$ cat config.mk
export PLATFORM = sky130hd
export DESIGN_NAME = bk_sector_seq
export DESIGN_NICKNAME = d
export VERILOG_FILES = /design/src/rtl/bk_sector_seq.sv
export SDC_FILE = /design/constraint.sdc
export NUM_CORES = 1
export LEC_CHECK = 0
export BUFFER_PORTS_ARGS = -buffer_cell sky130_fd_sc_hd__buf_4
export CAP_MARGIN = 20
export CORE_MARGIN = 2
export CORE_UTILIZATION = 35
export CTS_BUF_LIST = sky130_fd_sc_hd__clkbuf_8 sky130_fd_sc_hd__clkbuf_16
export DETAILED_ROUTE_END_ITERATION = 12
export PLACE_DENSITY = 0.65
export SLEW_MARGIN = 20
export SYNTH_ARGS = -nofsm -noshare
export SYNTH_HDL_FRONTEND = slang
export SYNTH_SLANG_ARGS = --single-unit
$ cat constraint.sdc
create_clock -name clk_sys -period 6.1 [get_ports clk_sys]
set_clock_uncertainty 0.05 [all_clocks]
set_input_delay 1.525 -clock clk_sys [delete_from_list [all_inputs] [get_ports clk_sys]]
set_output_delay 1.525 -clock clk_sys [all_outputs]
set_load 0.02 [all_outputs]
$ cat src/rtl/bk_sector_seq.sv
// Save-state sector sequencer: walks one slot of 2^SECT_BITS sectors between the
// state buffer and the backup image over the hps_io sd_lba/sd_rd/sd_wr/sd_ack handshake.
module bk_sector_seq #(
    parameter int SLOT_BITS = 2,
    parameter int SECT_BITS = 6,
    parameter int TIMEOUT   = 50000000
) (
    input  logic                 clk_sys,
    input  logic                 RESET_n,
    input  logic                 downloading,
    input  logic                 img_mounted,
    input  logic                 img_size_nz,
    input  logic                 img_readonly,
    input  logic                 load_req,
    input  logic                 save_req,
    input  logic [SLOT_BITS-1:0] slot,
    input  logic                 sd_ack,
    output logic [31:0]          sd_lba,
    output logic                 sd_rd,
    output logic                 sd_wr,
    output logic [SECT_BITS-1:0] sect_idx,
    output logic                 bk_ena,
    output logic                 busy,
    output logic                 loading,
    output logic                 done,
    output logic                 err
);

    localparam int CW = $clog2(TIMEOUT + 1);

    typedef enum logic [1:0] {IDLE, REQ, XFER} state_t;

    state_t                 state_q, state_d;
    logic [CW-1:0]          cnt_q, cnt_d;
    logic [SLOT_BITS-1:0]   slot_q, slot_d;
    logic [SECT_BITS-1:0]   sect_q, sect_d;
    logic                   rd_q, rd_d;
    logic                   wr_q, wr_d;
    logic                   busy_q, busy_d;
    logic                   load_q, load_d;
    logic                   done_q, done_d;
    logic                   err_q, err_d;
    logic                   ena_q, ena_d;
    logic                   dl_q, ql_q, qs_q, ack_q;

    logic q_load, q_save, start_load, start_save, ack_rise, ack_fall;

    assign q_load     = load_req & ena_q;
    assign q_save     = save_req & ena_q;
    assign start_load = q_load & ~ql_q;
    assign start_save = q_save & ~qs_q;
    assign ack_rise   = sd_ack & ~ack_q;
    assign ack_fall   = ~sd_ack & ack_q;

    always_comb begin
        ena_d = ena_q;
        // Qualification wins over the download edge when both land together.
        if (downloading & img_mounted & img_size_nz & ~img_readonly)
            ena_d = 1'b1;
        else if (downloading & ~dl_q)
            ena_d = 1'b0;
    end

    always_comb begin
        state_d = state_q;
        cnt_d   = cnt_q;
        slot_d  = slot_q;
        sect_d  = sect_q;
        rd_d    = rd_q;
        wr_d    = wr_q;
        busy_d  = busy_q;
        load_d  = load_q;
        done_d  = 1'b0;
        err_d   = 1'b0;
        case (state_q)
            IDLE: begin
                if (start_load | start_save) begin
                    state_d = REQ;
                    slot_d  = slot;
                    sect_d  = '0;
                    load_d  = start_load;
                    rd_d    = start_load;
                    wr_d    = ~start_load;
                    busy_d  = 1'b1;
                    cnt_d   = '0;
                end
            end
            REQ: begin
                if (ack_rise) begin
                    rd_d    = 1'b0;
                    wr_d    = 1'b0;
                    state_d = XFER;
                end else if (cnt_q == CW'(TIMEOUT - 1)) begin
                    rd_d    = 1'b0;
                    wr_d    = 1'b0;
                    busy_d  = 1'b0;
                    load_d  = 1'b0;
                    err_d   = 1'b1;
                    state_d = IDLE;
                end else begin
                    cnt_d = cnt_q + CW'(1);
                end
            end
            XFER: begin
                if (ack_fall) begin
                    if (&sect_q) begin
                        busy_d  = 1'b0;
                        load_d  = 1'b0;
                        done_d  = 1'b1;
                        state_d = IDLE;
                    end else begin
                        // Sector field wraps on its own; the slot field is never touched.
                        sect_d  = sect_q + SECT_BITS'(1);
                        rd_d    = load_q;
                        wr_d    = ~load_q;
                        cnt_d   = '0;
                        state_d = REQ;
                    end
                end
            end
            default: state_d = IDLE;
        endcase
    end

    always_ff @(posedge clk_sys) begin
        if (!RESET_n) begin
            state_q <= IDLE;
            cnt_q   <= '0;
            slot_q  <= '0;
            sect_q  <= '0;
            rd_q    <= 1'b0;
            wr_q    <= 1'b0;
            busy_q  <= 1'b0;
            load_q  <= 1'b0;
            done_q  <= 1'b0;
            err_q   <= 1'b0;
            ena_q   <= 1'b0;
            dl_q    <= 1'b0;
            ql_q    <= 1'b0;
            qs_q    <= 1'b0;
            ack_q   <= 1'b0;
        end else begin
            state_q <= state_d;
            cnt_q   <= cnt_d;
            slot_q  <= slot_d;
            sect_q  <= sect_d;
            rd_q    <= rd_d;
            wr_q    <= wr_d;
            busy_q  <= busy_d;
            load_q  <= load_d;
            done_q  <= done_d;
            err_q   <= err_d;
            ena_q   <= ena_d;
            dl_q    <= downloading;
            ql_q    <= q_load;
            qs_q    <= q_save;
            ack_q   <= sd_ack;
        end
    end

    assign sd_lba   = {{(32 - SLOT_BITS - SECT_BITS){1'b0}}, slot_q, sect_q};
    assign sect_idx = sect_q;
    assign sd_rd    = rd_q;
    assign sd_wr    = wr_q;
    assign bk_ena   = ena_q;
    assign busy     = busy_q;
    assign loading  = load_q;
    assign done     = done_q;
    assign err      = err_q;

endmodule

==> metrics.md <==
| Metric | Value |
|---|---|
| FP Rows | `32` |
| GR Overflow Total | `0` |
| Post-synthesis cell count | `334` |
| Vias in the first global route | `2256` |
| CTS Hold Bufs | `0` |
| Clock Latency Late Sink | `0.31 ns` |
| Worst Hold Class | `register to register` |
| First-pass GRT wire length | `about 11 mm` |
| Critical Path End Type | `register` |
| IO buf count | `31` |
| Reg-to-reg slack, setup | `2.95 ns` |
| Met1 wire length | `about 2.9 mm` |
| RSZ-0062 raised after global routing | `false` |
| DRC violations left | `0` |
| Min Tclk post-route | `3.45 ns` |
| Hold Path Sink | `sd_wr` |
| WP data arrival | `3.59 ns` |
| Leakage | `around 0.0011 µW` |
| FILL cells | `809` |
| Register area share after synthesis | `~35%` |
| Count of pins over their slew limit | `0` |
| Hold Vio Cnt, Final | `0` |
| Antenna viol nets, final | `0` |
| FMAX | `approximately 290 MHz` |
| Final setup violating endpoints | `0` |
| XOR/XNOR Fraction of Synth Area | `0.967%` |
| Syn_area_per_cell | `about 8.1 µm²` |
| Die H | `92.1 µm` |
| Worst R2R End | `cnt_q[25]` |
| Diodes inserted | `0` |
| Share of cells above drive strength 1 | `13.9%` |
| Largest net degree at the start of global routing | `28` |
| Synthesized area | `between 2000 and 3000 µm²` |
| Largest family of logic cells by synthesized area | `simple AND/OR/NAND/NOR gates` |
| Slew margin rel. | `48.5%` |
| DR pass1 iterations | `4` |
| Clock Tree Buf Depth | `2` |
| YS warnings | `0` |
| FF+latch count, synth | `47` |
| CTS Buf Count | `5` |
| Worst Setup Path Type | `input port to register` |
| Hold Crit Start | `sd_wr` |
| Vias | `about 2400` |
| Cts repair resizes | `0` |
| Final Power | `630 µW` |
| # Post-CTS Setup Buffers | `0` |
| Multiplexer share of the synthesized area | `1.84%` |
| Starting Density | `35.7%` |
| Dpl cells | `447` |
| HPWL after detailed placement | `4.31 mm` |
| CTS tree | `done` |
| Part of the cycle the worst path needs | `56.6%` |
| Crit path buffers/inverters | `1` |
| Unique masters post-synth | `56` |
| Number of synthesized flops with an enable pin | `0` |
| Worst hold stages | `2` |
| Worst setup SP type | `input port` |
| Clk slew on worst S/H paths | `0.10 ns` |
| Most frequent cells in the layout | `dfxtp_1 (47), buf_4 (31), nand2_1 (29)` |
| Nets | `~370` |
| Adder-Cell Fraction of Synth Area | `~2.8%` |
| Slowest-stage cell, CP | `nor2_2` |
| Outcome | `complete, no violations` |
| Worst IR Drop VDD | `0.0946 mV` |
| Met3 Routed Length | `346 µm` |
| Area Growth Syn to Fin | `9.72%` |
| Post-route cell area | `between 2000 and 3000 µm²` |
| Synth Area in Compound Gates | `19.8%` |
| Slew @ Worst Pin | `0.772 ns` |
| Critical path depth in cells | `7` |
| Dominant synthesized flop cell | `dfxtp_1` |
| Commonest non-fill, non-tap cell in the layout | `dfxtp_1` |
| Worst path max stage delay | `0.64 ns` |
| Die area | `approximately 8500 µm²` |
| Cell count of the worst reg-to-reg path | `8` |
| Maxcap violations | `0` |
| CP Max Fanout | `18` |
| Synth Area in Simple Gates | `28.2%` |
| Crit-path leading delay family | `simple AND/OR/NAND/NOR gates` |
| Root Buffer Master | `clkbuf_8` |
| Multi-input combinational cell area | `1550 µm²` |
| H-tree depth | `2` |
| Cell Count, Final, Fillers Out | `455` |
| Core area | `7610 µm²` |
| FFs w/ async S/R, synth | `0%` |
| GP Congestion | `0.793` |
| Power Dens Cells | `211 nW/µm²` |
| Initial DRC Count | `117` |
| Global-route usage over all layers | `roughly 15%` |
| Die X | `92.1 µm` |
| Avg Vias per Cell | `5.33` |
| Area after DPL | `2890 µm²` |
| Setup TNS | `0 ns` |
| Storage cell area | `roughly 940 µm²` |
| RR Startpoint | `state_q[1]` |
| Hold WS | `0.423 ns` |
| Critical path data required time | `6.24 ns` |
| Final WL | `6.14 mm` |
| Sink Count | `47` |
| Initial antenna violation count | `0` |
| I/O pins | `56` |
| Highest metal used | `met4` |
| Met2 wire length | `between 2 and 3 mm` |
| DR WL/cell | `around 13 µm` |
| Critical path, cell by cell | `buf_4 > nand2b_1 > a22o_1 > a21o_1 > nor2_2 > nand3_1 > o41ai_1` |
-- layer usage --
metal | vias to the layer above | global-route usage [%]
met2 | 71 | 25.1
met3 | 3 | 3.12
li1 | 1210 | -
met4 | 0 | 3.98
met5 | - | 0
met1 | 1141 | 19.7
-- state kept, by name, summed over array words and instances, names as in the netlist --
register	count
loading	1
state_q	2
sd_wr	1
ack_q	1
sect_idx	6
qs_q	1
cnt_q	26
err	1
busy	1
dl_q	1
done	1
sd_rd	1
slot_q	2
bk_ena	1
ql_q	1
-- logic make-up (layout without fill, tap and decap cells) --
family,Yosys count,in the layout
compound gates,80,80
flops,47,47
other cells,1,24
buf+inv,54,50
simple gates,138,138
mux,5,5
fa+ha+maj,6,6
xor+xnor,3,3
-- metrics by stage --
| step | setup slack, ns | utilization [%] |
|---|---|---|
| floorplan | 2.94 | - |
| global placement | 2.33 | 37.9 |
| detailed placement | 2.14 | 37.9 |
| CTS | 2.41 | 39.1 |
| global route | 2.45 | 39.2 |
| finish | 2.65 | 39.2 |
-- worst max path at each step --
| stage | startpoint | end |
|---|---|---|
| 6_report | sd_ack | cnt_q[25] |
| 5_1_grt | sd_ack | cnt_q[25] |
| 4_1_cts | RESET_n | cnt_q[25] |
| 3_5_place_dp | RESET_n | cnt_q[25] |
| 3_3_place_gp | RESET_n | cnt_q[25] |
| 2_1_floorplan | sd_ack | cnt_q[22] |
-- worst register-to-register path: cells and delay by family, from the launching register on --
family,cells,cell delay (ns)
simple gates,4,1.33
flops,1,0.41
fa+ha+maj,1,0.44
compound gates,1,0.42
buf+inv,2,0.39
-- layout make-up --
cell class                 instances  area share, %
timing repair buffer              31           7.81
clock buffer                       5           2.31
clock inverter                     3          0.756
tap                              102           4.28
sequential                        47           31.6
multi-input combinational        256           51.9
inverter                          11           1.39
-- Yosys cell counts (5+ instances only) --
cell type   n  area (µm²)
a21oi_1    12        60.1
a31oi_1    19         119
and3_1      7        43.8
buf_4      30         225
clkbuf_1   11        41.3
dfxtp_1    47         941
ha_1        6        75.1
inv_1      10        37.5
mux2i_1     5        50.1
nand2_1    29         109
nand2b_1    7        43.8
nand3_1    19        95.1
nand4_1     9        56.3
nor2_1     18        67.6
nor3_1      7        35.0
nor4_1      5        31.3
o21ai_0    16        80.1
or3_1       7        43.8
or4_1       5        37.5
-- power by group --
group / switching [µW] / total [µW] / internal (µW)
sequential: 4.17 / 316 / 312
combinational: 78.9 / 112 / 32.7
clock: 119 / 202 / 83.2
total: 202 / 630 / 428
(Power assumes the default switching activity.)
